[src/rtl/sipo_pkg.sv]
// Shared types and helpers for the serial-in parallel-out receiver.
package sipo_pkg;

  typedef enum logic {IDLE, SHIFT} sipo_state_t;

  // Bit counter must hold the value WIDTH itself, hence WIDTH+1 codes.
  function automatic int cnt_width(input int width);
    return $clog2(width + 1);
  endfunction

endpackage

[src/rtl/sipo_out_reg.sv]
// Output holding register: owns PO/po_valid and decides accept, hold or drop
// of a freshly completed word against the downstream ready.
module sipo_out_reg #(
  parameter int WIDTH = 4
) (
  input  logic             clk,
  input  logic             rst,
  input  logic             load_i,
  input  logic [WIDTH-1:0] data_i,
  input  logic             po_ready_i,
  input  logic             clr_err_i,
  output logic [WIDTH-1:0] po_o,
  output logic             po_valid_o,
  output logic             overrun_o
);

  logic [WIDTH-1:0] po_q, po_d;
  logic             valid_q, valid_d;
  logic             overrun_q, overrun_d;
  logic             drop;

  always_comb begin
    // NOTE: every comb output gets a default first so no path leaves it unassigned (no latch).
    po_d    = po_q;
    valid_d = valid_q;
    drop    = 1'b0;
    if (load_i) begin
      // A completed word may enter only if the slot is free or empties this edge.
      if (valid_q && !po_ready_i) begin
        drop = 1'b1;
      end else begin
        po_d    = data_i;
        valid_d = 1'b1;
      end
    end else if (valid_q && po_ready_i) begin
      valid_d = 1'b0;
    end
    overrun_d = drop ? 1'b1 : (clr_err_i ? 1'b0 : overrun_q);
  end

  always_ff @(posedge clk) begin
    // NOTE: sequential state uses non-blocking assignments so all registers update together.
    if (rst) begin
      // NOTE: the data word is reset as well because PO must read zero after reset.
      po_q      <= '0;
      valid_q   <= 1'b0;
      overrun_q <= 1'b0;
    end else begin
      po_q      <= po_d;
      valid_q   <= valid_d;
      overrun_q <= overrun_d;
    end
  end

  assign po_o       = po_q;
  assign po_valid_o = valid_q;
  assign overrun_o  = overrun_q;

endmodule

[src/rtl/sipo_deserializer.sv]
// Serial-in parallel-out receiver: framing FSM, bit counter and shift register
// feeding a double-buffered output holding register.
module sipo_deserializer
  import sipo_pkg::*;
#(
  parameter int WIDTH     = 4,
  parameter bit MSB_FIRST = 1'b1
) (
  input  logic             clk,
  input  logic             rst,
  input  logic             si_valid,
  input  logic             si,
  input  logic             si_start,
  input  logic             po_ready,
  input  logic             clr_err,
  output logic [WIDTH-1:0] PO,
  output logic             po_valid,
  output logic             busy,
  output logic             overrun,
  output logic             frame_err
);

  localparam int CW = cnt_width(WIDTH);
  typedef logic [CW-1:0] cnt_t;

  sipo_state_t      state_q, state_d;
  cnt_t             cnt_q, cnt_d, cnt_acc;
  logic [WIDTH-1:0] shreg_q, shreg_d, shift_base, bit_vec;
  logic             frame_err_q, frame_err_d;
  logic             take, restart, word_done;

  always_ff @(posedge clk) begin
    if (rst) begin
      state_q     <= IDLE;
      cnt_q       <= '0;
      shreg_q     <= '0;
      frame_err_q <= 1'b0;
    end else begin
      state_q     <= state_d;
      cnt_q       <= cnt_d;
      shreg_q     <= shreg_d;
      frame_err_q <= frame_err_d;
    end
  end

  always_comb begin
    state_d    = state_q;
    cnt_d      = cnt_q;
    shreg_d    = shreg_q;
    take       = 1'b0;
    restart    = 1'b0;
    cnt_acc    = cnt_q;
    shift_base = shreg_q;

    unique case (state_q)
      IDLE: begin
        if (si_valid && si_start) begin
          take       = 1'b1;
          shift_base = '0;
          cnt_acc    = cnt_t'(1);
        end
      end
      SHIFT: begin
        if (si_valid) begin
          take = 1'b1;
          if (si_start) begin
            // Restart: the partial frame is thrown away and this bit becomes bit 0.
            restart    = 1'b1;
            shift_base = '0;
            cnt_acc    = cnt_t'(1);
          end else begin
            cnt_acc = cnt_q + cnt_t'(1);
          end
        end
      end
      default: ;
    endcase

    bit_vec = '0;
    if (MSB_FIRST) bit_vec[0] = si;
    else           bit_vec[WIDTH-1] = si;

    word_done = take && (cnt_acc == cnt_t'(WIDTH));

    if (take) begin
      shreg_d = MSB_FIRST ? ((shift_base << 1) | bit_vec)
                          : ((shift_base >> 1) | bit_vec);
      if (word_done) begin
        state_d = IDLE;
        cnt_d   = '0;
      end else begin
        state_d = SHIFT;
        cnt_d   = cnt_acc;
      end
    end

    frame_err_d = restart ? 1'b1 : (clr_err ? 1'b0 : frame_err_q);
  end

  always_comb begin
    busy      = (state_q == SHIFT);
    frame_err = frame_err_q;
  end

  // The assembled word including the final bit is shreg_d at the completing edge.
  sipo_out_reg #(
    .WIDTH(WIDTH)
  ) u_out_reg (
    .clk       (clk),
    .rst       (rst),
    .load_i    (word_done),
    .data_i    (shreg_d),
    .po_ready_i(po_ready),
    .clr_err_i (clr_err),
    .po_o      (PO),
    .po_valid_o(po_valid),
    .overrun_o (overrun)
  );

endmodule

[config.mk]
export PLATFORM = sky130hd
export DESIGN_NAME = sipo_deserializer
export DESIGN_NICKNAME = d
export VERILOG_FILES = /design/src/rtl/sipo_pkg.sv /design/src/rtl/sipo_out_reg.sv /design/src/rtl/sipo_deserializer.sv
export SDC_FILE = /design/constraint.sdc
export NUM_CORES = 1
export LEC_CHECK = 0
export CAP_MARGIN = 20
export CORE_MARGIN = 3
export CORE_UTILIZATION = 42
export DETAILED_ROUTE_END_ITERATION = 6
export PLACE_DENSITY = 0.71
export SLEW_MARGIN = 25
export SYNTH_ARGS = -nofsm -noshare
export SYNTH_HDL_FRONTEND = slang
export SYNTH_SLANG_ARGS = --single-unit
[constraint.sdc]
create_clock -name clk -period 1.8 [get_ports clk]
set_clock_uncertainty 0.15 [all_clocks]
set_input_delay 0.18 -clock clk [delete_from_list [all_inputs] [get_ports clk]]
set_output_delay 0.18 -clock clk [all_outputs]
set_load 0.1 [all_outputs]
==> out/results.tsv, run 1 <==
metric	value	unit
Slew headroom	73.4	%
crit-path max FO	7	
share of post-route cells with drive strength above 1	35.1	%
status	finished clean	
Peak Freq	0.564	GHz
initial antenna violation count	0	
main area contributors after synthesis	dfxtp_1 (44%), nor2_1 (7.7%), a221oi_1 (3.9%)	
core footprint	1400	µm²
Startpoint Class	flop	
Die X	46.2	µm
synthesis-to-layout area growth	49.6	%
Starting Density	48.5	%
top sig layer	met4	
drt first pass iters	4	
Routed WL per cell	13.8	µm
maxcap violations	0	
CTS tree	yes	
largest net degree at the start of global routing	9	
Post-Syn Nets	78	
unrepaired setup endpoints after global routing	yes	
final weighted congestion in routability-driven placement	0.754	
Post-Route WL	1510	µm
vias in the first global route	619	
Detail Placement HPWL	1150	µm
Mapped Cells	70	
sequential fraction of the synthesis area	44.3	%
WL met3	95	µm
Rows	13	
number of synthesized flops with an enable pin	0	
period utilization	98.5	%
count leader, synth	dfxtp_1	
post-route ant nets	0	
first-pass GRT wire length	2640	µm
Initial DRC Count	13	
Hold Fails Final Rpt	0	
Skew-Pair Late Insertion Delay	0.28	ns
post-synthesis async set-or-reset flop share	0	%
total CTS buffers	3	
Pwr Density	614	nW/µm²
Num Clock Sinks	15	
CP Capture Type	flop	
Peak VDD IR	0.488	mV
post-CTS setup buffers	0	
class of the worst hold path	reg -> reg	
Syn Area/Cell	9.69	µm²
Clock Tree Buf Depth	2	
Reg clk slew, reported paths	0.09	ns
final core occ	72.5	%
final max-slew violation count	0	
met1 WL	648	µm
Seq cells post-synth	15	
Antenna diodes	0	
CTS H-tree depth	1	
Root Driver	clkbuf_4	
Ys Warns	0	
nets	103	
Worst Path Arrival	1.81	ns
Crit Path Category	reg -> reg	
Synth cell types	28	
final setup TNS	0	ns
DR WL met2	724	µm
# IOs	15	
cell area after synthesis	678	µm²
LEAKAGE	0.410	nW
DR vias/cell	5.47	
DIE AREA	2130	µm²
post-route minimum period	1.77	ns
Overflow after GRT	0	
Top FF cell, synth	dfxtp_1	
Finish-stage setup viols	0	
Buffers on Ports	14	
top-area cell type share of the netlist area	44.3	%
gr usage total	17.8	%
Critical Path RT	1.83	ns
Post-synth top cells	dfxtp_1 (15), nor2_1 (14)	
Chip Height	46.2	µm
DRC viols	0	
area leader, netlist	dfxtp_1	
total number of vias	596	
Worst Max-Slew Pin Slew	0.399	ns
-- registers in the layout (all words and copies together) (netlist names) --
register	cells
u_out_reg.overrun_o	1
shreg_q	4
u_out_reg.po_valid_o	1
frame_err	1
cnt_q	3
busy	1
u_out_reg.po_o	4
-- layout make-up --
| cell class | count | area (µm²) |
|---|---|---|
| clock buffers | 4 | 26.3 |
| fillers | 112 | 384 |
| inverters | 3 | 11.3 |
| multi-input cells | 49 | 360 |
| flip-flops and latches | 15 | 310 |
| well taps | 15 | 18.8 |
| repair buffers | 23 | 288 |
-- per-layer routing --
layer  vias up  track usage [%]
li1        293                -
met1       277             19.8
met2        19             27.5
met3         7             8.20
met4         0             10.2
met5         -                0
-- worst paths after layout --
| check | end | slack (ns) | start | cells past startpoint |
|---|---|---|---|---|
| hold reg to reg | u_out_reg.po_o[2] | 0.39 | u_out_reg.po_o[2] | 2 |
| setup reg to reg | u_out_reg.po_o[0] | 0.03 | cnt_q[1] | 6 |
| setup / recovery | u_out_reg.po_o[0] | 0.03 | cnt_q[1] | 6 |
| hold / removal | u_out_reg.po_o[2] | 0.39 | u_out_reg.po_o[2] | 2 |
-- per-stage QoR --
step	cell area (µm²)	std cells	setup slack (ns)	total power [W]	hold slack (ns)
after floorplan	697	70	0.00446	0.000399	0.109
after global placement	980	105	0.0247	0.000438	0.358
after detailed placement	980	105	-0.0414	0.000440	0.382
after CTS	1010	109	0.0102	0.000630	0.388
after global routing	1010	109	-0.0511	0.000654	0.411
final	1010	109	0.0275	0.000623	0.390
-- timing repair --
| action | in CTS | in global routing |
|---|---|---|
| pin swaps | 0 | 5 |
| hold buffers | 0 | 0 |
| resized for setup | 1 | 2 |
| setup endpoints to repair | 3 | 4 |
-- worst max-delay path, stage by stage, from the launching register on --
cell and delay, ns:
dfxtp_2 0.34, ha_4 0.23, or2b_1 0.26, nor4b_4 0.25
buf_4 0.19, mux2i_1 0.19, nor2_1 0.06
-- kinds of logic (layout without fill, tap and decap cells) --
kind of cell	after synthesis	after routing	share of synthesized area [%]
muxes	3	3	4.61
AOI/OAI and AO/OA	15	15	16.4
and+or+nand+nor	29	29	26.4
xor gates and xnor gates	1	1	1.29
adders and majority gates	1	1	1.84
buffers and inverters	6	30	5.17
DFF	15	15	44.3
-- cells in the final DEF, fill, tap and decap left out --
cell	count
xnor2_1	1
and2b_1	2
o21ai_0	1
clkbuf_4	3
a211oi_2	1
nor3b_1	1
o21ai_1	1
clkbuf_1	1
and2_1	3
buf_12	8
clkdlybuf4s50_1	6
nor2_1	14
and3b_2	1
dfxtp_2	2
a32oi_1	1
dfxtp_4	2
a221oi_1	3
a211oi_1	2
dfxtp_1	11
buf_4	9
nor4bb_1	1
inv_1	3
a21bo_2	1
ha_4	1
nor4b_4	1
mux2_1	1
a21o_2	1
a21oi_1	2
a22oi_1	2
or2b_1	1
mux2i_1	2
nand2_1	2
and2b_2	3
-- power breakdown --
group | leakage [nW] | internal (W) | switching (W)
clock network | 0.0150 | 0.0000861 | 0.000105
logic | 0.271 | 0.0000449 | 0.0000438
registers | 0.124 | 0.000337 | 0.00000685
No activity file was read; power rests on OpenSTA's default activity.
==> run 2: changes to the inputs <==
Settings changed: REMOVE_ABC_BUFFERS set to 1.
==> out/results.tsv, run 2 (synthesis gave the netlist of run 1 again) <==
metric	value	unit
status	finished clean	
vias in the first global route	584	
CP Buf/Inv Count	1	
Finish-stage setup viols	0	
crit path max-delay cell type	dfxtp_2	
DRC viols	0	
Clock Tree Buf Depth	2	
hold slack	0.384	ns
Reg clk slew, reported paths	0.10	ns
drt first pass iters	4	
Die X	46.2	µm
class of the worst hold path	reg -> reg	
Buffers on Ports	14	
Skew-Pair Late Insertion Delay	0.28	ns
post-route ant nets	0	
total number of vias	602	
CTS tree	yes	
first-pass GRT wire length	2570	µm
hold-critical path depth	2	
largest net degree at the start of global routing	10	
Pwr Density	615	nW/µm²
Reg2Reg Setup Slack	0.06	ns
worst r2r src	cnt_q[0]	
initial antenna violation count	0	
Hold Fails Final Rpt	0	
commonest non-fill, non-tap cell in the layout	nor2_1	
Detail Placement HPWL	1140	µm
Antenna diodes	0	
CP max stage delay	0.34	ns
gr usage total	16.8	%
total power	0.000635	W
Startpoint Class	flop	
Post-Route WL	1500	µm
period utilization	96.6	%
crit-path cells	ha_4, or2b_1, nor4b_4, buf_4, mux2i_1, nor2_1	
delay-heaviest family, CP	simple AND/OR/NAND/NOR gates	
cts hold-fix bufs	0	
Peak Freq	0.575	GHz
Critical Path RT	1.84	ns
share of post-route cells with drive strength above 1	35.7	%
total CTS buffers	3	
CTS H-tree depth	1	
Peak VDD IR	0.351	mV
Starting Density	48.5	%
CP Capture Type	flop	
synthesis-to-layout area growth	52.4	%
LEAKAGE	0.429	nW
post-route minimum period	1.74	ns
most frequent cells in the layout	nor2_1 (14), dfxtp_1 (13), buf_4 (13)	
DR vias/cell	5.33	
core footprint	1400	µm²
Root Driver	clkbuf_4	
nets	107	
Slew headroom	73.5	%
Overflow after GRT	0	
Rows	13	
Worst Path Arrival	1.78	ns
crit-path max FO	6	
R2R depth	6	
# IOs	15	
Routed WL per cell	13.3	µm
Initial DRC Count	5	
Chip Height	46.2	µm
Crit Path Category	reg -> reg	
maxcap violations	0	
Fillers	97	
DIE AREA	2130	µm²
min-delay src	shreg_q[3]	
hold endpoint	shreg_q[3]	
Worst Max-Slew Pin Slew	0.394	ns
final weighted congestion in routability-driven placement	0.889	
worst reg2reg path endpoint	u_out_reg.po_o[0]	
Num Clock Sinks	15	
unrepaired setup endpoints after global routing	yes	
final max-slew violation count	0	
run 2: changes by cell type in the layout (fill, tap and decap cells not counted), sizes merged:
cell    previous run  this run
clkbuf             4         3
clkinv             0         1
buf               17        21
run 2: worst register-to-register path, stage by stage (launching register included):
cell,delay [ns]
dfxtp_2,0.34
ha_4,0.23
or2b_1,0.27
nor4b_4,0.26
buf_4,0.18
mux2i_1,0.18
nor2_1,0.05
run 2: stage by stage:
| stage | setup slack, ns | cells | instance area [µm²] | util [%] | setup TNS, ns |
|---|---|---|---|---|---|
| 2_1_floorplan | -0.382 | 67 | 654 | - | -1.80 |
| 3_3_place_gp | -0.000810 | 107 | 976 | 69.8 | -0.000810 |
| 3_5_place_dp | -0.0532 | 107 | 976 | 69.8 | -0.112 |
| 4_1_cts | 0.000156 | 112 | 1010 | 72.3 | 0 |
| 5_1_grt | -0.0173 | 113 | 1030 | 73.9 | -0.0266 |
| 6_report | 0.0619 | 113 | 1030 | 73.9 | 0 |
run 2: cell type report:
cell class	count	area, µm²	area share, %
Tap cell	15	18.8	1.82
Clock inverter	1	5.00	0.484
Timing Repair Buffer	27	318	30.8
Clock buffer	3	22.5	2.18
Sequential cell	15	303	29.3
Multi-Input combinational cell	49	355	34.4
Inverter	3	11.3	1.09
run 2: power breakdown:
group | leakage, nW | internal, W | switching [W] | total, W
sequential | 0.122 | 0.000338 | 0.00000634 | 0.000344
clock | 0.0177 | 0.0000824 | 0.000112 | 0.000195
combinational | 0.289 | 0.0000503 | 0.0000463 | 0.0000966
run 2: repair_timing:
item / CTS / global route
pin swaps: 3 / 1
gates cloned: 0 / 0
endpoints found under the setup margin: 4 / 4
resized for setup: 0 / 3
setup buffers: 1 / 1
run 2: how the worst max path moves through the flow:
| stage | from | to | slack (ns) | cells past startpoint |
|---|---|---|---|---|
| 2_1_floorplan | busy | u_out_reg.po_o[0] | -0.38 | 4 |
| 3_3_place_gp | po_ready | u_out_reg.po_o[0] | -0.0008 | 5 |
| 3_5_place_dp | po_ready | u_out_reg.po_o[3] | -0.05 | 5 |
| 4_1_cts | cnt_q[0] | u_out_reg.po_o[3] | 0.0002 | 6 |
| 5_1_grt | cnt_q[0] | u_out_reg.po_o[0] | -0.02 | 6 |
| 6_report | cnt_q[0] | u_out_reg.po_o[0] | 0.06 | 6 |
run 2: routing by layer:
metal	routed length (µm)	global-route usage, %	part of all wire, %	up-vias
met3	96	6.25	6.4	0
met4	0	1.70	0	0
met5	0	0	0	-
met2	734	27.2	49	16
met1	670	21.8	45	285
li1	-	-	-	301
==> run 3: changes to the inputs <==
Settings changed: CORE_ASPECT_RATIO set to 1.1.
==> out/results.tsv, run 3 (synthesis gave the netlist of run 1 again) <==
metric	value	unit
core footprint	1440	µm²
Startpoint Class	flop	
Starting Density	47.2	%
Finish-stage setup viols	0	
Overflow after GRT	0	
class of the worst hold path	in -> reg	
total CTS buffers	3	
Root Driver	clkbuf_4	
DIE AREA	2130	µm²
LEAKAGE	0.432	nW
# IOs	15	
share of post-route cells with drive strength above 1	35.4	%
Peak VDD IR	0.505	mV
Worst Max-Slew Pin Slew	0.365	ns
Buffers on Ports	14	
cts hold-fix bufs	0	
CP Capture Type	flop	
first-pass GRT wire length	2620	µm
CTS tree	yes	
post-route minimum period	1.79	ns
nets	108	
gr usage total	17.7	%
crit-path max FO	6	
final max-slew violation count	0	
hold slack	0.385	ns
Skew-Pair Late Insertion Delay	0.28	ns
Slew headroom	75.5	%
status	finished clean	
Num Clock Sinks	15	
DR vias/cell	5.23	
post-route ant nets	0	
Post-Route WL	1560	µm
drt first pass iters	3	
period utilization	99.4	%
hold-critical path depth	4	
Chip Height	48.1	µm
CTS H-tree depth	1	
unrepaired setup endpoints after global routing	yes	
Initial DRC Count	14	
total number of vias	601	
Reg clk slew, reported paths	0.08	ns
Die X	44.3	µm
vias in the first global route	588	
Hold Fails Final Rpt	0	
largest net degree at the start of global routing	9	
Routed WL per cell	13.6	µm
Worst Path Arrival	1.82	ns
total power	0.000631	W
maxcap violations	0	
Rows	14	
most frequent cells in the layout	nor2_1 (14), buf_4 (14), dfxtp_1 (13)	
synthesis-to-layout area growth	53.5	%
Antenna diodes	0	
Peak Freq	0.559	GHz
Crit Path Category	reg -> reg	
Detail Placement HPWL	1230	µm
DRC viols	0	
final weighted congestion in routability-driven placement	0.787	
R2R depth	6	
Clock Tree Buf Depth	2	
Pwr Density	606	nW/µm²
initial antenna violation count	0	
Critical Path RT	1.83	ns
run 3: cell count changes in the layout (fill, tap and decap cells not counted), sizes merged:
cell | previous run | this run
buf | 21 | 22
clkinv | 1 | 0
clkbuf | 3 | 4
run 3: area by class of cell:
class	count	area, µm²
Sequential cell	15	303
Timing Repair Buffer	28	325
Fill cell	112	395
Inverter	3	11.3
Multi-Input combinational cell	49	355
Tap cell	16	20.0
Clock buffer	4	26.3
run 3: what timing repair did:
action / in CTS / in global routing
resized for setup: 3 / 0
cloned: 0 / 0
pin swaps: 2 / 4
setup buffers: 1 / 1
endpoints found under the setup margin: 4 / 4
run 3: worst max-delay path: stages (launching register included):
cell	delay [ns]
dfxtp_2	0.34
ha_4	0.24
or2b_1	0.27
nor4b_4	0.25
buf_4	0.18
mux2i_1	0.20
nor2_1	0.07
run 3: routing by layer:
layer  global-route usage, %  routed length, µm
met5                       0                  0
met4                    5.42                 16
met3                    7.38                 87
met2                    32.0                847
met1                    19.2                608
run 3: metrics by stage:
| stage | cells | instance area [µm²] | util, % | worst slack [ns] | setup TNS (ns) |
|---|---|---|---|---|---|
| 6_report | 115 | 1040 | 72.5 | 0.0104 | 0 |
| 3_5_place_dp | 109 | 985 | 68.6 | -0.112 | -0.270 |
| 3_3_place_gp | 109 | 985 | 68.6 | 0.00754 | 0 |
| 5_1_grt | 115 | 1040 | 72.5 | -0.0933 | -0.138 |
| 4_1_cts | 114 | 1030 | 72.0 | -0.0114 | -0.0114 |
| 2_1_floorplan | 67 | 654 | - | -0.382 | -1.80 |
run 3: final timing paths:
check	from	end	slack, ns
worst max register to register	cnt_q[1]	u_out_reg.po_o[0]	0.01
worst min-delay path	clr_err	u_out_reg.overrun_o	0.38
worst min register to register	cnt_q[1]	cnt_q[1]	0.39
worst max-delay path	cnt_q[1]	u_out_reg.po_o[0]	0.01
run 3: power by group:
group	internal, W	switching [W]
logic	0.0000519	0.0000470
registers	0.000338	0.00000594
clock network	0.0000860	0.000103
total	0.000476	0.000156
